[src/rtl/sample_mix_sequencer.sv]
// Frame-synchronous voice mixer: polls up to four voices once per 1024-cycle frame,
// accumulates their samples, applies a saturating gain shift and strobes the result out.
module sample_mix_sequencer (
  input  logic               clk_in,
  input  logic               reset_in,
  output logic [9:0]         master_count_out,
  input  logic [3:0]         voice_en_in,
  input  logic [1:0]         gain_in,
  output logic [1:0]         voice_sel_out,
  output logic               voice_req_out,
  input  logic               voice_ack_in,
  input  logic signed [11:0] voice_data_in,
  output logic signed [15:0] data_out,
  output logic               data_valid_out,
  output logic [3:0]         timeout_out
);

  typedef enum logic [2:0] {IDLE, REQ, NEXT, SCALE, OUT} state_t;

  localparam logic [9:0] FRAME_START = 10'd32;
  localparam logic [3:0] REQ_LIMIT   = 4'd15;

  state_t             state, state_nx;
  logic [9:0]         count;
  logic [3:0]         en_mask, en_mask_nx;
  logic [1:0]         gain, gain_nx;
  logic [1:0]         sel, sel_nx;
  logic signed [13:0] acc, acc_nx;
  logic [3:0]         wait_cnt, wait_nx;
  logic [3:0]         timeout, timeout_nx;
  logic signed [15:0] mix, mix_nx;
  logic [2:0]         first_voice, next_voice;

  // Returns {found, index} of the lowest enabled voice at or above 'from'.
  function automatic logic [2:0] find_voice(input logic [3:0] mask, input logic [2:0] from);
    logic [2:0] res;
    res = 3'b000;
    for (int i = 3; i >= 0; i--) begin
      if (mask[i] && (3'(i) >= from)) res = {1'b1, 2'(i)};
    end
    return res;
  endfunction

  function automatic logic signed [15:0] scale_sat(input logic signed [13:0] a,
                                                   input logic [1:0] sh);
    logic signed [16:0] w;
    w = {{3{a[13]}}, a};
    w = w <<< sh;
    if (w > 17'sd32767)       return 16'sh7FFF;
    else if (w < -17'sd32768) return 16'sh8000;
    else                      return w[15:0];
  endfunction

  always_comb begin
    state_nx    = state;
    en_mask_nx  = en_mask;
    gain_nx     = gain;
    sel_nx      = sel;
    acc_nx      = acc;
    wait_nx     = wait_cnt;
    timeout_nx  = timeout;
    mix_nx      = mix;
    first_voice = find_voice(voice_en_in, 3'd0);
    next_voice  = find_voice(en_mask, {1'b0, sel} + 3'd1);
    case (state)
      IDLE: begin
        if (count == FRAME_START) begin
          en_mask_nx = voice_en_in;
          gain_nx    = gain_in;
          acc_nx     = '0;
          wait_nx    = '0;
          if (first_voice[2]) begin
            sel_nx   = first_voice[1:0];
            state_nx = REQ;
          end else begin
            state_nx = SCALE;
          end
        end
      end
      REQ: begin
        if (voice_ack_in) begin
          acc_nx   = acc + {{2{voice_data_in[11]}}, voice_data_in};
          state_nx = NEXT;
        end else if (wait_cnt == REQ_LIMIT) begin
          timeout_nx[sel] = 1'b1;
          state_nx        = NEXT;
        end else begin
          wait_nx = wait_cnt + 4'd1;
        end
      end
      NEXT: begin
        wait_nx = '0;
        if (next_voice[2]) begin
          sel_nx   = next_voice[1:0];
          state_nx = REQ;
        end else begin
          state_nx = SCALE;
        end
      end
      SCALE: begin
        mix_nx   = scale_sat(acc, gain);
        state_nx = OUT;
      end
      OUT:     state_nx = IDLE;
      default: state_nx = IDLE;
    endcase
  end

  // State and datapath registers
  always_ff @(posedge clk_in) begin
    if (reset_in) begin
      state    <= IDLE;
      count    <= '0;
      en_mask  <= '0;
      gain     <= '0;
      sel      <= '0;
      acc      <= '0;
      wait_cnt <= '0;
      timeout  <= '0;
      mix      <= '0;
    end else begin
      state    <= state_nx;
      count    <= count + 10'd1;
      en_mask  <= en_mask_nx;
      gain     <= gain_nx;
      sel      <= sel_nx;
      acc      <= acc_nx;
      wait_cnt <= wait_nx;
      timeout  <= timeout_nx;
      mix      <= mix_nx;
    end
  end

  assign master_count_out = count;
  assign voice_sel_out    = sel;
  assign voice_req_out    = (state == REQ);
  assign data_valid_out   = (state == OUT);
  assign data_out         = mix;
  assign timeout_out      = timeout;

endmodule

[config.mk]
export PLATFORM = sky130hd
export DESIGN_NAME = sample_mix_sequencer
export DESIGN_NICKNAME = d
export VERILOG_FILES = /design/src/rtl/sample_mix_sequencer.sv
export SDC_FILE = /design/constraint.sdc
export NUM_CORES = 1
export LEC_CHECK = 0
export BUFFER_PORTS_ARGS = -buffer_cell sky130_fd_sc_hd__buf_4
export CORE_AREA = 2 2 95 97
export CTS_BUF_LIST = sky130_fd_sc_hd__clkbuf_8 sky130_fd_sc_hd__clkbuf_16
export CTS_CLUSTER_SIZE = 28
export DETAILED_ROUTE_END_ITERATION = 16
export DIE_AREA = 0 0 97 99
export PLACE_DENSITY_LB_ADDON = 0.2
export SYNTH_ARGS = -nofsm -noshare
export SYNTH_HDL_FRONTEND = slang
export SYNTH_SLANG_ARGS = --single-unit
export TNS_END_PERCENT = 1
[constraint.sdc]
create_clock -name clk_in -period 4.2 [get_ports clk_in]
set_clock_uncertainty 0.1 [all_clocks]
set_input_delay 0.21 -clock clk_in [delete_from_list [all_inputs] [get_ports clk_in]]
set_output_delay 0.21 -clock clk_in [all_outputs]
set_load 0.005 [all_outputs]
* After elaboration in Yosys (flattened, before gate mapping)
Index checks and enable logic that the tools add are counted.
** Word-level totals
- Word-level logic and storage cells :: 81
- Register bits after elaboration :: 59
** Cells by class
- Equal/unequal tests :: 13
- Reduce and logical (&&, ||, !) cells :: 15
- $lt $le $gt $ge :: 8
- Add/sub/neg operators :: 4
- Shift-type cells :: 1
- Bitwise gates (word level) :: 2
- Multiplexer cells :: 29
** Operator list (count)
- 2-to-1 mux 3 bit :: 11
- 2-to-1 mux 16 bit :: 2
- 2-to-1 mux 14 bit :: 2
- case mux 14 bit (2 select lines) :: 1
- greater-than comparator 17 x 16 -> 1 bit (second input constant) :: 1
- less-than comparator 17 x 16 -> 1 bit (second input constant) :: 1
- <<< shifter 14 x 2 -> 17 bit :: 1
- adder 14 bit :: 1
- 2-to-1 mux 4 bit :: 3
- case mux 3 bit (4 select lines) :: 1
- case mux 4 bit (3 select lines) :: 1
- adder 10 x 1 -> 10 bit (second input constant) :: 1
- equality test 10 x 6 -> 1 bit (second input constant) :: 1
- 2-to-1 mux 2 bit :: 5
- inequality test 2 bit (second input constant) :: 5
- AND reduction 4 bit :: 2
- equality test 3 x 2 -> 1 bit (second input constant) :: 2
- >= comparator 1 x 3 -> 1 bit (first input constant) :: 2
- >= comparator 2 x 3 -> 1 bit (first input constant) :: 2
- AND reduction 3 bit :: 2
- logical AND 1 bit :: 5
- adder 4 x 1 -> 4 bit (second input constant) :: 1
- equality test 4 bit (second input constant) :: 1
- bitwise OR 4 bit :: 1
- other kinds (15) :: 17

* Logic depth before layout (Yosys ltp)
Gate-level depths: netlist of the first run.
- Depth after elaboration :: 9
- Mapped depth :: 9

* Least setup slack after synthesis of the first run
OpenSTA, ideal clock, no wires.
- Path type :: register to register
- Start point :: reg acc[0]
- End point :: reg acc[12]
- Arrival time :: 1.907 ns
- Setup slack :: 2.076 ns
- Stages on the path, launching flop included :: 10
- Setup time :: 0.117 ns
- Cell sequence :: dfxtp_1 > ha_1 > inv_1 > fa_1 > nand2b_1 > a211oi_1 > o31ai_1 > a21boi_0 > xor2_1 > a22o_1
** Between the ends
- Longest elaborated chain between the ends :: 3
** Ends and longest elaborated chain
- start, declared :: line 28 : logic signed [13:0] acc, acc_nx;
- start signal, assigned :: line 127 : acc <= acc_nx;
- adder 14 bit :: line 82 : acc_nx = acc + {{2{voice_data_in[11]}}, voice_data_in};
- 2-to-1 mux 14 bit :: line 81 : if (voice_ack_in) begin
- case mux 14 bit (2 select lines) :: line 65 : case (state)
No other way between the ends. The select of a mux whose other input is x is not followed.
A chain may end at the register's enable or synchronous reset.

* Worst setup path in the final report of the first run
- Start point :: reg state[0]
- End point :: reg mix[2] (netlist: data_out[2])
** Between the ends
- Longest elaborated chain between the ends :: 1
** Ends and longest elaborated chain
- start, declared :: line 23 : state_t state, state_nx;
- start signal, assigned :: line 122 : state <= state_nx;
- equality test 3 x 2 -> 1 bit :: line 65
- end signal, assigned :: line 130 : mix <= mix_nx;
- end, declared :: line 31 : logic signed [15:0] mix, mix_nx;
No other way between the ends.

==> results of run 1 <==
[sequential cells by signal, indices dropped and copies added, names as in the netlist]
| register | flops |
|---|---|
| master_count_out | 10 |
| data_out | 16 |
| en_mask | 3 |
| voice_sel_out | 2 |
| wait_cnt | 4 |
| timeout_out | 4 |
| state | 3 |
| gain | 2 |
| acc | 14 |
[layer usage]
metal,track usage (%),routed length [um],up-vias
met5,0,0,-
met4,5.309,71,0
met3,3.901,290,7
met2,25.43,3262,59
met1,23.14,4084,1360
li1,-,-,1557
[cell type report]
class                   count  area, um2  share of cell area (%)
multi-input cells         318       2024                   51.51
flip-flops and latches     58       1161                   29.54
repair buffers             54      405.4                   10.32
clock buffers              10      137.6                   3.502
well taps                 108      135.1                   3.438
inverters                  15      57.56                   1.465
clock inverters             2      8.758                  0.2229
[critical path, stage by stage (launching register included)]
cell	delay [ns]
dfxtp_1	0.51
nand2_1	0.11
or2_2	0.34
a31oi_1	0.85
o221a_2	0.35
nor3_1	0.04
[synth_stat cells (4+ instances only)]
library cell,instances
a21o_1,6
and2_1,4
a21oi_1,30
inv_1,13
mux2i_1,15
a22o_1,5
dfxtp_1,58
nand3_1,15
nor2_1,65
o211ai_1,6
a211oi_1,16
nor2b_1,4
xor2_1,7
xnor2_1,6
nor3_1,10
nand2_1,37
ha_1,16
nand2b_1,5
o21ai_0,15
clkbuf_1,11
or2_2,4
buf_2,7
[where the power goes]
| group | internal, mW | switching [mW] |
|---|---|---|
| combinational | 0.0294 | 0.0331 |
| sequential | 0.553 | 0.00336 |
| clock | 0.214 | 0.199 |
[worst max-delay path by stage]
stage              from     endpoint  slack (ns)  depth (start not counted)
5_1_grt        state[1]  data_out[2]        1.50                          5
6_report       state[0]  data_out[2]        1.76                          5
4_1_cts        state[0]  data_out[2]        1.73                          5
3_5_place_dp   state[0]  data_out[2]        1.73                          5
2_1_floorplan    acc[0]      acc[12]        2.08                          9
3_3_place_gp   state[0]  data_out[2]        1.82                          5
[stage by stage]
stage / hold WS, ns / utilization, % / instance area, um2 / power [mW] / worst slack [ns]
after floorplan: 0.2539 / - / 3349 / 0.6036 / 2.076
after detailed placement: 0.3544 / 44.25 / 3784 / 0.6307 / 1.735
after global routing: 0.03059 / 45.96 / 3930 / 1.073 / 1.499
after global placement: 0.3479 / 44.25 / 3784 / 0.6305 / 1.819
final: 0.03111 / 45.96 / 3930 / 1.031 / 1.756
after CTS: 0.01870 / 45.96 / 3930 / 1.044 / 1.727
[cells by family (layout without fill, tap and decap cells)]
family | count (synthesis) | after routing | share of synthesized area [%]
multiplexers | 18 | 18 | 5.491
XOR/XNOR | 13 | 13 | 3.399
adder cells (fa/ha/maj) | 17 | 17 | 6.574
AND/OR/NAND/NOR | 168 | 168 | 24.17
flip-flops | 58 | 58 | 34.67
buffers and inverters | 36 | 81 | 4.893
AO/OA/AOI/OAI | 102 | 102 | 20.81
==> impl_metrics.ini, run 1 <==
[run_status]
outcome = completed

[cells_and_area]
num_antenna_cells = 0
final_cells = 565
layout.cells.most_common_list = 65 x nor2_1, 58 x dfxtp_1, 54 x buf_4
fill_cells = 859
area_growth_pct = 17.33
fraction_of_layout_cells_with_a_size_suffix_above_1_pct = 17.72
mostFrequentLayoutCell = nor2_1
nets = 494

[clocking]
cts_setup_buffers = 0
cts.sinks = 58
cts_hold_repair.buffers = 0
cts_tree = yes
max-clock-path-buffers = 2
clockRootBuffer = clkbuf_8
cts.htree.levels = 3
clk_pin_slew_ns = 0.06
inserted_clock_buffers = 9
clkLatencyLatePin_ns = 0.33
cts_resized = 0

[grt]
grt_max_degree = 55
first_global_vias = 2809
wire_length_of_the_first_global_routing_pass_um = 13170
initial_antenna_violation_count = 0
globalRouteOverflowTotal = 0
track_usage_pct = 16.59

[timing]
final_hold_viol_count = 0
slew_of_the_pin_with_the_lowest_slew_margin_ns = 1.143
report.final.slew_viol_count = 0
timing.max_slew.rel_slack_pct = 23.46
highest_attainable_clock_frequency_ghz = 0.4092
setup_viol = 0
crit_share_post_route_pct = 58.18
setup_total_negative_slack_ns = 0
final_period_minus_worst_setup_slack_ns = 2.444
grt_setup_unrepaired = false

[yosys]
warnings_from_yosys = 0
post_synth_inst_count = 412
synth_nets = 450
synth-main-ff-cell = dfxtp_1
yosys-top-cells-area = dfxtp_1 35%, nor2_1 7.3%, ha_1 6.0%
synth.yosys.seq_area_share_pct = 34.67
post_synth.cell_area_avg_um2 = 8.130
synth_top_cell_area_share_pct = 34.67
synth_top_cell_by_area = dfxtp_1
post_synth_num_cell_types = 58
synth_edf_count = 0
syn-cell-area_um2 = 3349
async_flop_share_pct = 0
synth.ff_latch_count = 58

[worst_hold_path]
hold-path-cell-count = 3
min_path_type = in -> reg
hold_path.startpoint = gain_in[1]
timing.hold.worst_endpoint = gain[1]

[critical_path]
crit_path_start_kind = flip-flop
rr_endpoint = data_out[2]
type_of_destination_of_the_critical_path = flip-flop
setup.reg_to_reg.worst_slack_ns = 1.76
crit_path_max_fanout = 14
critical_path_arrival_ns = 2.53
worstPathRequired_ns = 4.29
worst-setup-path-type = reg -> reg
r2r_cells = 5
reg2reg_launch_point = state[0]

[detailed_routing]
route.detailed.drc = 0
initialDrtViolationCount = 116
routed-via-count = 2983
postRouteAntennaNets = 0
vias_per_cell = 5.280
drt_pre_antenna_iters = 4
route.final.wire_length_um = 7708
route.detailed.wl_per_inst_um = 13.64

[placed_design]
place_hpwl_um = 5701
dp_cells = 553
port_buffers = 54
gp_congestion = 0.8565

[floorplanning]
die_width_um = 97
top_level_pins = 55
floorplan.rows = 34
die_height_um = 99
floorplan.core_area_um2 = 8551
die_area_um2 = 9603
floorplan.initialDensity_pct = 39.17

[pwr]
power.ir.vdd_worst_v = 0.0001572
p_leak_nw = 1.643
power_density_nw_per_um2 = 262.4

[job]
maxCapViolCount = 0
Power figures use the tool's default switching activity.
==> inputs of run 2 (changes only) <==
==> constraint.sdc (replaced) <==
create_clock -name clk_in -period 2.3 [get_ports clk_in]
set_clock_uncertainty 0.1 [all_clocks]
set_input_delay 0.115 -clock clk_in [delete_from_list [all_inputs] [get_ports clk_in]]
set_output_delay 0.115 -clock clk_in [all_outputs]
set_load 0.005 [all_outputs]
==> impl_metrics.ini, run 2 (synthesized netlist as in run 1, its figures left out) <==
[pwr]
clkPwrFrac_pct = 45.9
power_switching_share_pct = 21.85
p_leak_nw = 1.792
net-switching-power_uw = 460.7
power.ir.vdd_worst_v = 0.0002794
comb_pwr_share_pct = 6.1
power_frac_seq_pct = 48.1
power_report.internal_total_mw = 1.648
power_density_nw_per_um2 = 502.0

[critical_path]
crit_path_start_kind = flip-flop
crit_path_max_fanout = 7
crit_start = acc[10]
critical_path_arrival_ns = 2.36
worstPathRequired_ns = 2.47
r2r_cells = 7
worst-setup-path-type = reg -> reg
slowest_stage = or4_1
reg2reg_launch_point = acc[10]
critical_path_cell_count = 7
cp.buffers_inverters = 0
critical_path.top_delay_family = compound AO/OA/AOI/OAI gates
worstPathCellList = ha_1 > a41oi_1 > o21ai_0 > a21o_1 > or4_1 > and2_1 > o211ai_2
worst_path_largest_cell_delay_ns = 0.41
type_of_destination_of_the_critical_path = flip-flop

[timing]
grt_setup_unrepaired = true
setup_viol = 0
slew_of_the_pin_with_the_lowest_slew_margin_ns = 0.4498
final_hold_viol_count = 0
setup_total_negative_slack_ns = 0
final_period_minus_worst_setup_slack_ns = 2.188
highest_attainable_clock_frequency_ghz = 0.4570
report.final.slew_viol_count = 0
timing.max_slew.rel_slack_pct = 69.95
crit_share_post_route_pct = 95.13

[job]
maxCapViolCount = 0

[run_status]
outcome = completed

[placed_design]
gp_congestion = 0.8826
place_hpwl_um = 6030
placed_area_um2 = 3926
port_buffers = 54

[floorplanning]
die_width_um = 97
floorplan.core_area_um2 = 8551
floorplan.initialDensity_pct = 39.17
die_area_um2 = 9603
die_height_um = 99
floorplan.rows = 34
top_level_pins = 55

[cells_and_area]
largest_register_ffs = 16
layout.cells.most_common_list = 73 x buf_4, 65 x nor2_1, 58 x dfxtp_1
area_growth_pct = 25.44
nets = 518
mostFrequentLayoutCell = buf_4
fraction_of_layout_cells_with_a_size_suffix_above_1_pct = 22.31
num_antenna_cells = 0
fin_area_um2 = 4202

[detailed_routing]
route.final.wire_length_um = 8058
initialDrtViolationCount = 85
drt_pre_antenna_iters = 4
vias_per_cell = 5.277
route.detailed.drc = 0
postRouteAntennaNets = 0
route.detailed.wl_per_inst_um = 13.61
routed-via-count = 3124

[grt]
initial_antenna_violation_count = 0
track_usage_pct = 17.25
grt_max_degree = 30
globalRouteOverflowTotal = 0
first_global_vias = 2885
wire_length_of_the_first_global_routing_pass_um = 13520

[worst_hold_path]
hold_path.startpoint = voice_ack_in
hold-path-cell-count = 4
min_path_type = in -> reg

[clocking]
clk_pin_slew_ns = 0.07
clkLatencyLatePin_ns = 0.34
inserted_clock_buffers = 9
max-clock-path-buffers = 2
cts.htree.levels = 3
clockRootBuffer = clkbuf_8
cts_tree = yes
cts.sinks = 58
==> run 2: worst min-delay path, cell delays in order <==
cell	delay, ns
buf_4	0.11
nor2_1	0.06
nand3b_1	0.08
a21oi_1	0.05
==> run 2: routing by layer <==
layer	up-vias	global-route usage [%]	wire [um]
li1	1604	-	-
met4	0	6.717	129
met1	1441	23.90	4101
met3	12	3.830	331
met5	-	0	0
met2	67	26.23	3495
==> run 2: power groups by stage <==
stage / clock, mW / combinational, mW / sequential, mW
final: 0.967 / 0.128 / 1.01
after global routing: 1.05 / 0.142 / 1.01
after global placement: 0 / 0.119 / 1.04
after floorplan: 0 / 0.0656 / 1.04
after detailed placement: 0 / 0.120 / 1.04
after CTS: 0.996 / 0.127 / 1.01
==> run 2: stage by stage <==
step           hold slack, ns  setup WS [ns]  instances  total power [mW]  util, %
3_3_place_gp           0.2665         0.1240        572             1.154    45.92
6_report              0.02780         0.1120        592             2.109    49.14
3_5_place_dp           0.2733        0.06941        572             1.156    45.92
2_1_floorplan          0.1589         0.1760        412             1.102        -
4_1_cts               0.01339        0.05274        592             2.137    48.89
5_1_grt               0.06154      -0.001536        592             2.203    49.14
==> run 2: path summary, 6_finish.rpt <==
check,slack (ns),endpoint
worst max register to register,0.11,acc[13]
worst min-delay path,0.03,wait_cnt[2]
worst min register to register,0.37,data_out[15]
worst max-delay path,0.11,acc[13]
==> run 2: repair_timing <==
| action | CTS | global route |
|---|---|---|
| endpoints found under the setup margin | 0 | 5 |
| gates resized for setup | 0 | 7 |
| hold endpoints to repair | 6 | 0 |
| setup buffers | 0 | 0 |
| hold buffers | 5 | 0 |
==> run 2: area by class of cell <==
class,count,area [um2]
clock inverter,3,38.79
sequential,58,1161
inverter,15,57.56
clock buffer,12,165.2
fill,853,4349
timing repair buffer,78,598.1
multi-input combinational,318,2046
tap,108,135.1
==> inputs of run 3 (changes only) <==
--- a/config.mk
+++ b/config.mk
@@ -5,13 +5,15 @@
 export SDC_FILE = /design/constraint.sdc
 export NUM_CORES = 1
 export LEC_CHECK = 0
+export ABC_AREA = 1
 export BUFFER_PORTS_ARGS = -buffer_cell sky130_fd_sc_hd__buf_4
-export CORE_AREA = 2 2 95 97
+export CORE_AREA = 2 2 97 99
 export CTS_BUF_LIST = sky130_fd_sc_hd__clkbuf_8 sky130_fd_sc_hd__clkbuf_16
 export CTS_CLUSTER_SIZE = 28
 export DETAILED_ROUTE_END_ITERATION = 16
-export DIE_AREA = 0 0 97 99
+export DIE_AREA = 0 0 99 101
 export PLACE_DENSITY_LB_ADDON = 0.2
+export SKIP_CTS_REPAIR_TIMING = 1
 export SYNTH_ARGS = -nofsm -noshare
 export SYNTH_HDL_FRONTEND = slang
 export SYNTH_SLANG_ARGS = --single-unit
==> impl_metrics.ini, run 3 <==
[run_status]
outcome = completed

[cells_and_area]
nets = 611
area.sequential_um2 = 1161
largest_register_ffs = 16
area_of_the_multi_input_gates_um2 = 1986
layout.cells.most_common_list = 114 x nand2_1, 68 x inv_1, 58 x dfxtp_1, 58 x buf_4, 53 x a21oi_1
fill_cells = 912
fraction_of_layout_cells_with_a_size_suffix_above_1_pct = 16.61
area_growth_pct = 20.67
num_antenna_cells = 0
mostFrequentLayoutCell = nand2_1

[yosys]
syn-cell-area_um2 = 3500
warnings_from_yosys = 0
post_synth_inst_count = 517
post_synth.cell_area_avg_um2 = 6.769
post_synth_num_cell_types = 41
synth.cells.most_frequent = 114 x nand2_1, 67 x inv_1, 58 x dfxtp_1, 53 x a21oi_1, 42 x nor2_1
synth_edf_count = 0
yosys-top-cells-area = dfxtp_1 33%, nand2_1 12%, a21oi_1 7.6%
yosys.cell_count.top_type = nand2_1
synth_top_cell_area_share_pct = 33.18
synth.ff_latch_count = 58
synth.yosys.seq_area_share_pct = 33.18
synth_top_cell_by_area = dfxtp_1
synth_nets = 555
async_flop_share_pct = 0
synth-main-ff-cell = dfxtp_1

[detailed_routing]
initialDrtViolationCount = 168
vias_per_cell = 5.068
postRouteAntennaNets = 0
route.final.wire_length_um = 8835
drt_pre_antenna_iters = 6
routed-via-count = 3492
route.detailed.wl_per_inst_um = 12.82
route.detailed.drc = 0

[grt]
track_usage_pct = 18.12
grtUsageMet2_pct = 32.07
globalRouteOverflowTotal = 0
top_usage_layer = met2
initial_antenna_violation_count = 0
grt_max_degree = 36
use_met1_pct = 21.69
gr-usage-met3_pct = 4.161
first_global_vias = 3285
wire_length_of_the_first_global_routing_pass_um = 14660

[timing]
final_hold_viol_count = 0
final_period_minus_worst_setup_slack_ns = 2.012
highest_attainable_clock_frequency_ghz = 0.4971
setup_viol = 0
crit_share_post_route_pct = 87.47
report.final.slew_viol_count = 0
grt_setup_unrepaired = false
final_critical_path_setup_slack_ns = 0.2882
slew_of_the_pin_with_the_lowest_slew_margin_ns = 0.6318
setup_total_negative_slack_ns = 0
timing.max_slew.rel_slack_pct = 57.83

[job]
maxCapViolCount = 0

[clocking]
cts_tree = yes
inserted_clock_buffers = 9
clkLatencyLatePin_ns = 0.34
clk_pin_slew_ns = 0.07
clockRootBuffer = clkbuf_8
max-clock-path-buffers = 2
cts.sinks = 58
cts.htree.levels = 3

[floorplanning]
floorplan.initialDensity_pct = 38.98
floorplan.core_area_um2 = 8977
die_height_um = 101
floorplan.rows = 35
die_area_um2 = 9999
top_level_pins = 55
die_width_um = 99

[critical_path]
r2r_cells = 11
critical_path_cell_count = 11
cp.buffers_inverters = 2
worst-setup-path-type = reg -> reg
worstPathRequired_ns = 2.40
critical_path.top_delay_family = adder cells
worstPathCellList = ha_1 > inv_1 > fa_1 > inv_1 > nand3_1 > nand3_1 > nand3_1 > nand3_1 > nand2_1 > nand3_1 > a21oi_1
critical_path.most_common_cell = nand3_1
type_of_destination_of_the_critical_path = flip-flop
crit_path_start_kind = flip-flop
slowest_stage = dfxtp_1
crit_path_max_fanout = 5
worst_path_largest_cell_delay_ns = 0.40
critical_path_arrival_ns = 2.11

[placed_design]
place_hpwl_um = 6579
port_buffers = 54
dp_worst_setup_slack_ns = 0.3170
gp_congestion = 0.8741

[pwr]
p_leak_nw = 1.840
fin_total_pwr_mw = 2.086
power_density_nw_per_um2 = 494.0
power.ir.vdd_worst_v = 0.0002384

[worst_hold_path]
min_path_type = in -> reg
hold-path-cell-count = 3
[run 3: cell types whose count changed after synthesis, moves of 23 or more]
cell,delta
a21oi_1,+23
inv_1,+54
nand2_1,+77
nand3_1,+23
nor2_1,-23
o21ai_0,+24
[run 3: layout make-up]
cell class | count | area share (%)
multi-input cells | 370 | 47.02
clock buffers | 10 | 3.259
flip-flops and latches | 58 | 27.50
clock inverters | 6 | 1.363
inverters | 73 | 6.548
repair buffers | 61 | 11.02
well taps | 111 | 3.289
[run 3: logic make-up (layout without fill, tap and decap cells)]
group	after synthesis	count (layout)	synth area share (%)
DFF	58	58	33.18
AOI/OAI and AO/OA	111	111	17.73
muxes	1	1	0.2860
buffers and inverters	89	150	10.08
and+or+nand+nor	231	231	29.93
xor gates and xnor gates	10	10	2.503
adders and majority gates	17	17	6.292
[run 3: where the power goes]
group	leakage [nW]	internal [mW]	total, mW	switching, mW
sequential	0.468	1.01	1.01	0.00449
combinational	1.26	0.0572	0.130	0.0730
clock	0.107	0.522	0.943	0.421
[run 3: path summary, 6_finish.rpt]
kind | from | end | slack, ns
max | acc[0] | acc[12] | 0.29
min | voice_en_in[3] | en_mask[3] | 0.0006
max reg2reg | acc[0] | acc[12] | 0.29
min reg2reg | timeout_out[3] | timeout_out[3] | 0.36
[run 3: metrics by stage]
stage | util, % | instances | hold slack [ns] | instance area [um2]
global route | 47.04 | 689 | 0.01073 | 4223
CTS | 46.70 | 686 | -0.05751 | 4193
global placement | 44.53 | 670 | 0.3038 | 3998
finish | 47.04 | 689 | 0.0006263 | 4223
floorplan | - | 517 | 0.1727 | 3500
detailed placement | 44.53 | 670 | 0.3092 | 3998
[run 3: worst register-to-register path, stage by stage (launching register included)]
cell	delay, ns
dfxtp_1	0.40
ha_1	0.22
inv_1	0.06
fa_1	0.40
inv_1	0.11
nand3_1	0.07
nand3_1	0.13
nand3_1	0.13
nand3_1	0.09
nand2_1	0.05
nand3_1	0.06
a21oi_1	0.06
[run 3: layer usage]
metal | vias up | wire length (um)
li1 | 1811 | -
met1 | 1592 | 3965
met2 | 77 | 4382
met3 | 12 | 374
met4 | 0 | 112
met5 | - | 0
